$ cat src/rtl/inv_sub_bytes_iter_if.sv
// Valid/ready handshake bundle for the iterative InvSubBytes stage.
// Byte i of either state occupies bits [8i:8i+7]; byte 0 is the most significant byte.
interface inv_sub_bytes_iter_if;
    logic         in_valid;
    logic         in_ready;
    logic [0:127] in_state;
    logic         out_valid;
    logic         out_ready;
    logic [0:127] out_state;

    modport master (
        output in_valid, in_state, out_ready,
        input  in_ready, out_valid, out_state
    );

    modport slave (
        input  in_valid, in_state, out_ready,
        output in_ready, out_valid, out_state
    );
endinterface

$ cat src/rtl/inv_sub_bytes_iter.sv
// Iterative AES InvSubBytes: one captured 128-bit state is substituted
// BYTES_PER_CYCLE bytes per clock through shared inverse S-box lanes.
module inv_sbox_lane (
    input  logic [7:0] a,
    output logic [7:0] y
);
    function automatic logic [7:0] gmul(input logic [7:0] x, input logic [7:0] z);
        logic [7:0] p;
        logic [7:0] aa;
        logic [7:0] bb;
        p  = 8'h00;
        aa = x;
        bb = z;
        for (int i = 0; i < 8; i++) begin
            if (bb[0]) p = p ^ aa;
            aa = {aa[6:0], 1'b0} ^ (aa[7] ? 8'h1b : 8'h00);
            bb = bb >> 1;
        end
        return p;
    endfunction

    logic [7:0] b, x2, x3, x12, x15, x240, x252;

    assign b = {a[6:0], a[7]} ^ {a[4:0], a[7:5]} ^ {a[1:0], a[7:2]} ^ 8'h05;

    // Field inverse as b^254 via an addition chain; 0 maps to 0 for free.
    assign x2   = gmul(b, b);
    assign x3   = gmul(x2, b);
    assign x12  = gmul(gmul(x3, x3), gmul(x3, x3));
    assign x15  = gmul(x12, x3);
    assign x240 = gmul(gmul(gmul(gmul(x15, x15), gmul(x15, x15)), gmul(gmul(x15, x15), gmul(x15, x15))),
                       gmul(gmul(gmul(x15, x15), gmul(x15, x15)), gmul(gmul(x15, x15), gmul(x15, x15))));
    assign x252 = gmul(x240, x12);
    assign y    = gmul(x252, x2);
endmodule

module inv_sub_bytes_iter #(
    parameter int BYTES_PER_CYCLE = 4
) (
    input  logic                 clk,
    input  logic                 rst,
    inv_sub_bytes_iter_if.slave  bus,
    output logic                 busy
);
    localparam int N     = 16 / BYTES_PER_CYCLE;
    localparam int CNT_W = (N > 1) ? $clog2(N) : 1;

    typedef enum logic [1:0] {IDLE, RUN, DONE} state_t;

    state_t                              state;
    logic [CNT_W-1:0]                    cnt;
    logic [0:15][7:0]                    work;
    logic [0:15][7:0]                    work_nxt;
    logic [0:15][7:0]                    result;
    logic                                out_valid;
    logic [3:0]                          base;
    logic [BYTES_PER_CYCLE-1:0][7:0]     lane_in;
    logic [BYTES_PER_CYCLE-1:0][7:0]     lane_out;

    assign base = 4'(int'(cnt) * BYTES_PER_CYCLE);

    for (genvar l = 0; l < BYTES_PER_CYCLE; l++) begin : g_lane
        assign lane_in[l] = work[base + 4'(l)];
        inv_sbox_lane u_lane (.a(lane_in[l]), .y(lane_out[l]));
    end

    always_comb begin
        work_nxt = work;
        for (int l = 0; l < BYTES_PER_CYCLE; l++)
            work_nxt[base + 4'(l)] = lane_out[l];
    end

    always_ff @(posedge clk) begin
        if (rst) begin
            state     <= IDLE;
            cnt       <= '0;
            work      <= '0;
            result    <= '0;
            out_valid <= 1'b0;
        end else begin
            case (state)
                IDLE: if (bus.in_valid) begin
                    work  <= bus.in_state;
                    cnt   <= '0;
                    state <= RUN;
                end
                RUN: begin
                    work <= work_nxt;
                    cnt  <= cnt + 1'b1;
                    // Last slice: publish the merged state including this cycle's bytes.
                    if (cnt == CNT_W'(N - 1)) begin
                        result    <= work_nxt;
                        out_valid <= 1'b1;
                        state     <= DONE;
                    end
                end
                DONE: if (bus.out_ready) begin
                    out_valid <= 1'b0;
                    state     <= IDLE;
                end
                default: state <= IDLE;
            endcase
        end
    end

    assign bus.in_ready  = (state == IDLE);
    assign bus.out_valid = out_valid;
    assign bus.out_state = result;
    assign busy          = (state != IDLE);
endmodule

$ cat src/flat_wrapper.sv
// flat-port wrapper written by rule: the top's interface ports become plain ports
module inv_sub_bytes_iter_flat 
#(
    parameter int BYTES_PER_CYCLE = 4
)
  (clk, rst, busy, bus_in_valid, bus_in_state, bus_out_ready, bus_in_ready, bus_out_valid, bus_out_state);
  inv_sub_bytes_iter_if bus_i ();
  input  logic clk;
  input  logic rst;
  output logic busy;
  input wire logic [$bits(bus_i.in_valid)-1:0] bus_in_valid;
  input wire logic [$bits(bus_i.in_state)-1:0] bus_in_state;
  input wire logic [$bits(bus_i.out_ready)-1:0] bus_out_ready;
  output wire logic [$bits(bus_i.in_ready)-1:0] bus_in_ready;
  output wire logic [$bits(bus_i.out_valid)-1:0] bus_out_valid;
  output wire logic [$bits(bus_i.out_state)-1:0] bus_out_state;
  assign bus_i.in_valid = bus_in_valid;
  assign bus_i.in_state = bus_in_state;
  assign bus_i.out_ready = bus_out_ready;
  assign bus_in_ready = bus_i.in_ready;
  assign bus_out_valid = bus_i.out_valid;
  assign bus_out_state = bus_i.out_state;
  inv_sub_bytes_iter #(.BYTES_PER_CYCLE(BYTES_PER_CYCLE)) u_core (.clk(clk), .rst(rst), .bus(bus_i), .busy(busy));
endmodule
$ cat config.mk
export PLATFORM = sky130hd
export DESIGN_NAME = inv_sub_bytes_iter_flat
export DESIGN_NICKNAME = d
export VERILOG_FILES = /design/src/rtl/inv_sub_bytes_iter_if.sv /design/src/rtl/inv_sub_bytes_iter.sv /design/src/flat_wrapper.sv
export SDC_FILE = /design/constraint.sdc
export NUM_CORES = 2
export LEC_CHECK = 0
export ABC_AREA = 0
export CAP_MARGIN = 20
export CORE_UTILIZATION = 61
export DETAILED_ROUTE_END_ITERATION = 16
export PLACE_DENSITY = 0.83
export SETUP_SLACK_MARGIN = 0.5
export SLEW_MARGIN = 40
export SYNTH_ARGS = -nofsm -noshare
export SYNTH_HDL_FRONTEND = slang
export SYNTH_SLANG_ARGS = --single-unit
$ cat constraint.sdc
create_clock -name clk -period 56.5 [get_ports clk]
set_clock_uncertainty 0.1 [all_clocks]
set_input_delay 11.3 -clock clk [delete_from_list [all_inputs] [get_ports clk]]
set_output_delay 11.3 -clock clk [all_outputs]
set_load 0.02 [all_outputs]
# == After elaboration in Yosys (flattened, before gate mapping) ==
# Cells that the tools add are included.
# totals
register_bits,261
in_bits,132
out_inout_bits,131
elab_cells,1392
# op_classes
add_sub_neg,4
n_lt_le_gt_ge,8
n_eq_ne,6
muxes,695
bitwise,632
n_reduce_logical,12
# ops
op,count
$mux W8,364
$xor A8 B8 Y8,338
$xor A8 B5 Y8,286
$mux W5,308
$bwmux W128,4
$pmux W128 S2,1
$bmux W8 S4,4
$demux W8 S4,4
$mux W128,1
$ge A5 B5 Y1 const B,4
$lt A5 B1 Y1 const B,4
$not A4 Y5,4
$add A4 B2 Y4 const B,2
$mux W2,4
$not A2 Y2,4
$pmux W2 S3,1
$reduce_and A3 Y1,2
$reduce_bool A2 Y1,3
$add A4 B1 Y4 const B,1
$eq A2 B2 Y1 const B,2
$logic_and A1 B1 Y1,4
$ne A2 B2 Y1 const B,2
$pmux W2 S2,1
$reduce_and A2 Y1,2
6 further kinds,7

# == Logic depth before layout (Yosys ltp) ==
# logic_depth
ltp_word,187
mapped_depth,82

# == Hierarchy ==
# Synthesis repeated with hierarchy kept, for this count alone.
# unflattened
hier_cells,7765
area_unflattened_um2,61462.7
# modules_own_cells
mod,n_inst,cells_each,area_per_inst_um2,seq_area_each_um2
inv_sbox_lane (u_core.g_lane[1].u_lane ...),3,1608,12213.0,0.0
inv_sub_bytes_iter,1,1400,12682.2,5225.0
inv_sbox_lane (u_core.g_lane[0].u_lane),1,1541,12141.6,0.0

# == Worst setup path after synthesis ==
# OpenSTA, ideal clock, no wires.
# synth_path
kind,register to register
from,register u_core.cnt[0]
to,register u_core.result (netlist bit u_core.bus.out_state[20])
setup_time_ns,0.128
t_arrival_ns,19.080
required_ns,56.272
setup_slack_ns,37.193
path_stages_with_launch,79
period_less_slack_ns,19.307
cell_sequence,dfxtp_1 > buf_6 > buf_6 > buf_6 > buf_6 > mux4_2 > buf_4 > xor3_1 > inv_1 > ha_1 > buf_1 > xor2_1 > mux2i_1 > xor2_1 > xnor3_1 > xnor2_2 > nor2_1 > xnor3_1 > (+43 left out) > xnor2_1 > xor2_2 > xnor3_1 > nand2_1 > xnor3_1 > xnor2_1 > xnor3_1 > buf_4 > xor2_2 > xnor2_1 > xor2_1 > nor2_1 > xnor2_1 > xnor2_1 > xnor2_1 > a21oi_1 > a21oi_1 > nor2_1
# synth_between
elab_chain_cells,180
word_cells_on_any_way,1333
classes_between,add/sub: 3; order compare: 8; eq/ne: 1; mux: 684; bitwise: 632; reduce/logical: 5
# synth_rtl
item,line,text
from (decl),inv_sub_bytes_iter.sv:51,logic [CNT_W-1:0] cnt;
from (signal assigned),inv_sub_bytes_iter.sv:89,cnt <= cnt + 1'b1;
$add A4 B1 Y4 / $not A4 Y5 (equally long branches),"inv_sub_bytes_iter.sv:63, inv_sub_bytes_iter.sv:70",
$not A4 Y5 (implied by the code) / $bmux W8 S4 (equally long branches),"inv_sub_bytes_iter.sv:63, inv_sub_bytes_iter.sv:70",
$bmux W8 S4 / $mux W8 (equally long branches),inv_sub_bytes_iter.sv:63,assign lane_in[l] = work[base + 4'(l)];
$mux W8 (implied by the code),inv_sub_bytes_iter.sv:63,
$mux W8 (implied by the code) / $xor A8 B8 Y8 (equally long branches),"inv_sub_bytes_iter.sv:63, inv_sub_bytes_iter.sv:24",
$xor A8 B8 Y8,inv_sub_bytes_iter.sv:24,"assign b = {a[6:0], a[7]} ^ {a[4:0], a[7:5]} ^ {a[1:0], a[7:2]} ^ 8'h05;"
$xor A8 B8 Y8 / $not A2 Y2 (equally long branches),n/a,
$not A2 Y2 (no source line) / $mux W8 (equally long branches),n/a,
(+162 left out),n/a,
$mux W8 / $xor A8 B8 Y8 (equally long branches),inv_sub_bytes_iter.sv:15,if (bb[0]) p = p ^ aa;
$xor A8 B8 Y8 / $mux W8 (equally long branches),inv_sub_bytes_iter.sv:15,
$mux W8 / $xor A8 B8 Y8 (equally long branches),inv_sub_bytes_iter.sv:15,
$xor A8 B8 Y8 / $mux W8 (equally long branches),inv_sub_bytes_iter.sv:15,
$mux W8 / $xor A8 B8 Y8 (equally long branches),inv_sub_bytes_iter.sv:15,
$xor A8 B8 Y8 / $mux W8 (equally long branches),inv_sub_bytes_iter.sv:15,
$mux W8 / $bwmux W128 (equally long branches),"inv_sub_bytes_iter.sv:15, inv_sub_bytes_iter.sv:70",
$bwmux W128 (3 in a row),inv_sub_bytes_iter.sv:70,work_nxt[base + 4'(l)] = lane_out[l];
to (signal assigned),inv_sub_bytes_iter.sv:92,result <= work_nxt;
to (decl),inv_sub_bytes_iter.sv:54,logic [0:15][7:0] result;
# Several ways; a longest one is shown, not always the timed one. The select of a mux whose other input is x is not followed.
# A chain may end at the register's enable or synchronous reset.

# == Worst setup path in the final report ==
# layout_path
from,register u_core.cnt[1]
to,register u_core.result (netlist bit u_core.bus.out_state[34])
# layout_between
elab_chain_cells,180
word_cells_on_any_way,1329
classes_between,add/sub: 3; order compare: 8; eq/ne: 1; mux: 680; bitwise: 632; reduce/logical: 5
# layout_rtl
item,line
$add A4 B1 Y4 / $not A4 Y5 (equally long branches),"inv_sub_bytes_iter.sv:63, inv_sub_bytes_iter.sv:70"
$not A4 Y5 (implied by the code) / $bmux W8 S4 (equally long branches),"inv_sub_bytes_iter.sv:63, inv_sub_bytes_iter.sv:70"
$bmux W8 S4 / $mux W8 (equally long branches),inv_sub_bytes_iter.sv:63
$mux W8 (implied by the code),inv_sub_bytes_iter.sv:63
$mux W8 (implied by the code) / $xor A8 B8 Y8 (equally long branches),"inv_sub_bytes_iter.sv:63, inv_sub_bytes_iter.sv:24"
$xor A8 B8 Y8,inv_sub_bytes_iter.sv:24
$xor A8 B8 Y8 / $not A2 Y2 (equally long branches),n/a
$not A2 Y2 (no source line) / $mux W8 (equally long branches),n/a
(+162 left out),n/a
$mux W8 / $xor A8 B8 Y8 (equally long branches),inv_sub_bytes_iter.sv:15
$xor A8 B8 Y8 / $mux W8 (equally long branches),inv_sub_bytes_iter.sv:15
$mux W8 / $xor A8 B8 Y8 (equally long branches),inv_sub_bytes_iter.sv:15
$xor A8 B8 Y8 / $mux W8 (equally long branches),inv_sub_bytes_iter.sv:15
$mux W8 / $xor A8 B8 Y8 (equally long branches),inv_sub_bytes_iter.sv:15
$xor A8 B8 Y8 / $mux W8 (equally long branches),inv_sub_bytes_iter.sv:15
$mux W8 / $bwmux W128 (equally long branches),"inv_sub_bytes_iter.sv:15, inv_sub_bytes_iter.sv:70"
$bwmux W128 (3 in a row),inv_sub_bytes_iter.sv:70
# Several ways; a longest one is shown, not always the timed one. The select of a mux whose other input is x is not followed.

==> metrics.yaml <==
timing:
  tns_ps: 0
  worst-slew-pin-transition_ps: 987.0
  hold_ws_ps: 351.0
  slew_viol_final: 0
  setup_viol: 0
  timing.final.hold_violations: 0
  relSlewSlack_pct: 33.73
  clock.fmax_ghz: 0.04297
  period_share_pct: 41.19
  rsz0062_at_grt: "false"
  layout_min_cycle_time_ps: 23270
floorplan:
  die-area_um2: 92160
  start_util_pct: 61.63
  core-area_um2: 90010
  ioPinCount: 263
  rows: 110
  die_w_um: 303.6
  fp.dieH_um: 303.6
critical_path:
  startpoint_type: "register"
  timing.critical_path.mode_cell: "xnor2_1"
  worst-endpoint-required_ps: 56950
  arrival_ps: 23720
  critPathCaptureType: "register"
  worst_path_max_delay_cell: "xnor3_1"
  slowest_delay_ps: 1030
  crit_fanout: 37
  path_class: "reg2reg"
placement:
  gp_routability_congestion: 1.002
  port_buffers: 262
  hpwl_um: 129100
route:
  finalWirelength_um: 177200
  via_per_inst: 6.463
  drc: 0
  drtPass1Iterations: 7
  ant_nets: 0
  dr.first_iter.drc_count: 6613
  vias: 53220
  wl_per_cell_um: 21.52
global_route:
  grt_usage_pct: 36.63
  grt_max_degree: 88
  antenna_found_initial: 3
  grt_pass1_vias: 48210
  grt_pass1_wl_um: 272100
  gr-total-overflow: 0
synthesis:
  synth-edff-count: 0
  synthArstFlopShare_pct: 0
  synth_nets: 7276
  ys.flop_type: "dfxtp_1"
  syn_area_um2: 55480
  ys_types: 118
  ys_seq_elements: 261
  netlist_instances: 7115
  yosysWarningCount: 0
  syn_area_per_cell_um2: 7.797
  synth-seq-area-share_pct: 9.418
run_status:
  outcome: "finished clean"
clock_network:
  cts_tree: "done"
  cts_setup_buffers: 0
  holdBufCountCts: 0
  numCtsBuffers: 30
  htreeDepth: 1
  cts.clk_slew.worst_paths_ps: 60
  root_buffer: "clkbuf_16"
  clockBufferDepth: 3
  cts.sinks: 261
  ctsResizeCount: 0
  clkLatencyLatePin_ps: 630
worst_hold_path:
  worstHoldPathType: "reg2reg"
flow_run:
  cap_violations: 0
final_layout:
  synthToLayoutAreaGrowth_pct: 8.214
  drive_gt1_share_pct: 7.711
  fillers: 7474
  final_nets: 7192
-- placed cells by master (no fill, tap or decap), types with 21 or more instances in the layout --
master	count
o21ai_0	276
inv_1	107
clkbuf_16	30
nand4_1	25
ha_1	26
dfxtp_1	259
or3_1	36
o221a_2	23
nor3b_1	26
xor3_1	50
nand3_1	124
a211oi_1	79
o21a_1	43
mux2i_1	216
nor4_1	21
buf_4	132
a21oi_1	503
xor2_2	25
xnor2_1	1209
o221ai_1	56
o211ai_1	58
o21ai_1	21
nor3_1	165
nor2_1	939
and3_1	32
nor2b_1	72
xnor3_1	271
o22ai_1	90
a221oi_1	29
a31oi_1	36
mux2_2	66
xnor2_2	99
nand2b_1	67
xor2_1	340
and2_1	51
nand2_1	656
clkdlybuf4s50_1	261
a22oi_1	48
mux4_2	33
-- worst max-delay path: cells and delay by family, from the launching register on --
family,cells,cell delay [ps]
muxes,3,1660
DFF,1,810
xor gates and xnor gates,29,11960
adders and majority gates,6,2540
and+or+nand+nor,12,2060
AOI/OAI and AO/OA,7,1800
buffers and inverters,8,2170
-- sequential cells by signal (all words and copies together), names as in the netlist --
register and cells:
u_core.work 128, u_core.bus.out_valid 1, u_core.cnt 2, u_core.bus.out_state 128
u_core.state 2
-- area by class of cell --
class	instances	area, um^2	share of cell area, %
Inverter	127	479.2	0.7982
Tap cell	1176	1471	2.451
Antenna cell	3	7.507	0.01250
Multi-Input combinational cell	6215	48200	80.28
Sequential cell	261	5233	8.716
Clock buffer	38	830.8	1.384
Clock inverter	18	177.7	0.2959
Timing Repair Buffer	396	3640	6.063
-- through the flow --
| step | instances | util [%] | cell area (um^2) | worst slack (ps) |
|---|---|---|---|---|
| floorplan | 7115 | - | 55480 | 37190 |
| global placement | 8175 | 64.99 | 58500 | 32850 |
| detailed placement | 8175 | 65.31 | 58790 | 33230 |
| CTS | 8231 | 66.43 | 59790 | 33130 |
| global route | 8232 | 66.69 | 60030 | 31910 |
| finish | 8234 | 66.70 | 60040 | 33230 |
-- final timing paths --
check                      startpoint                        to  slack (ps)  depth (start not counted)
max                     u_core.cnt[1]  u_core.bus.out_state[34]       33230                         65
min          u_core.bus.out_state[85]  u_core.bus.out_state[85]         350                          2
max reg2reg             u_core.cnt[1]  u_core.bus.out_state[34]       33230                         65
min reg2reg  u_core.bus.out_state[85]  u_core.bus.out_state[85]         350                          2
-- synth_stat cells, types with 124 or more instances --
master | number | area share (%)
a21oi_1 | 504 | 4.5
clkbuf_1 | 314 | 2.1
dfxtp_1 | 261 | 9.4
mux2i_1 | 216 | 3.9
nand2_1 | 659 | 4.5
nand3_1 | 124 | 1.1
nor2_1 | 945 | 6.4
nor3_1 | 165 | 1.5
o21ai_0 | 276 | 2.5
xnor2_1 | 1259 | 20
xnor3_1 | 276 | 11
xor2_1 | 355 | 5.6
-- cell families (layout without fill, tap and decap cells) --
family | count (synthesis) | count (layout) | share of synthesized area, %
adder cells (fa/ha/maj) | 35 | 35 | 0.7623
buffers and inverters | 639 | 579 | 4.946
other | 0 | 3 | 0
AO/OA/AOI/OAI | 1528 | 1528 | 17.98
AND/OR/NAND/NOR | 2308 | 2308 | 18.48
XOR/XNOR | 2028 | 2028 | 41.82
flip-flops | 261 | 261 | 9.418
multiplexers | 316 | 316 | 6.597
-- layer usage --
| metal | GRT usage (%) | share of wire (%) | vias to the layer above |
|---|---|---|---|
| li1 | - | - | 24530 |
| met1 | 49.35 | 40 | 25270 |
| met2 | 56.66 | 44 | 3001 |
| met3 | 7.646 | 12 | 418 |
| met4 | 15.57 | 4.6 | 2 |
| met5 | 0 | 0.0073 | - |
Power is left out: the tool's default activity adds up to more than one toggle a clock period on the data nets, which glitch-free logic cannot reach.
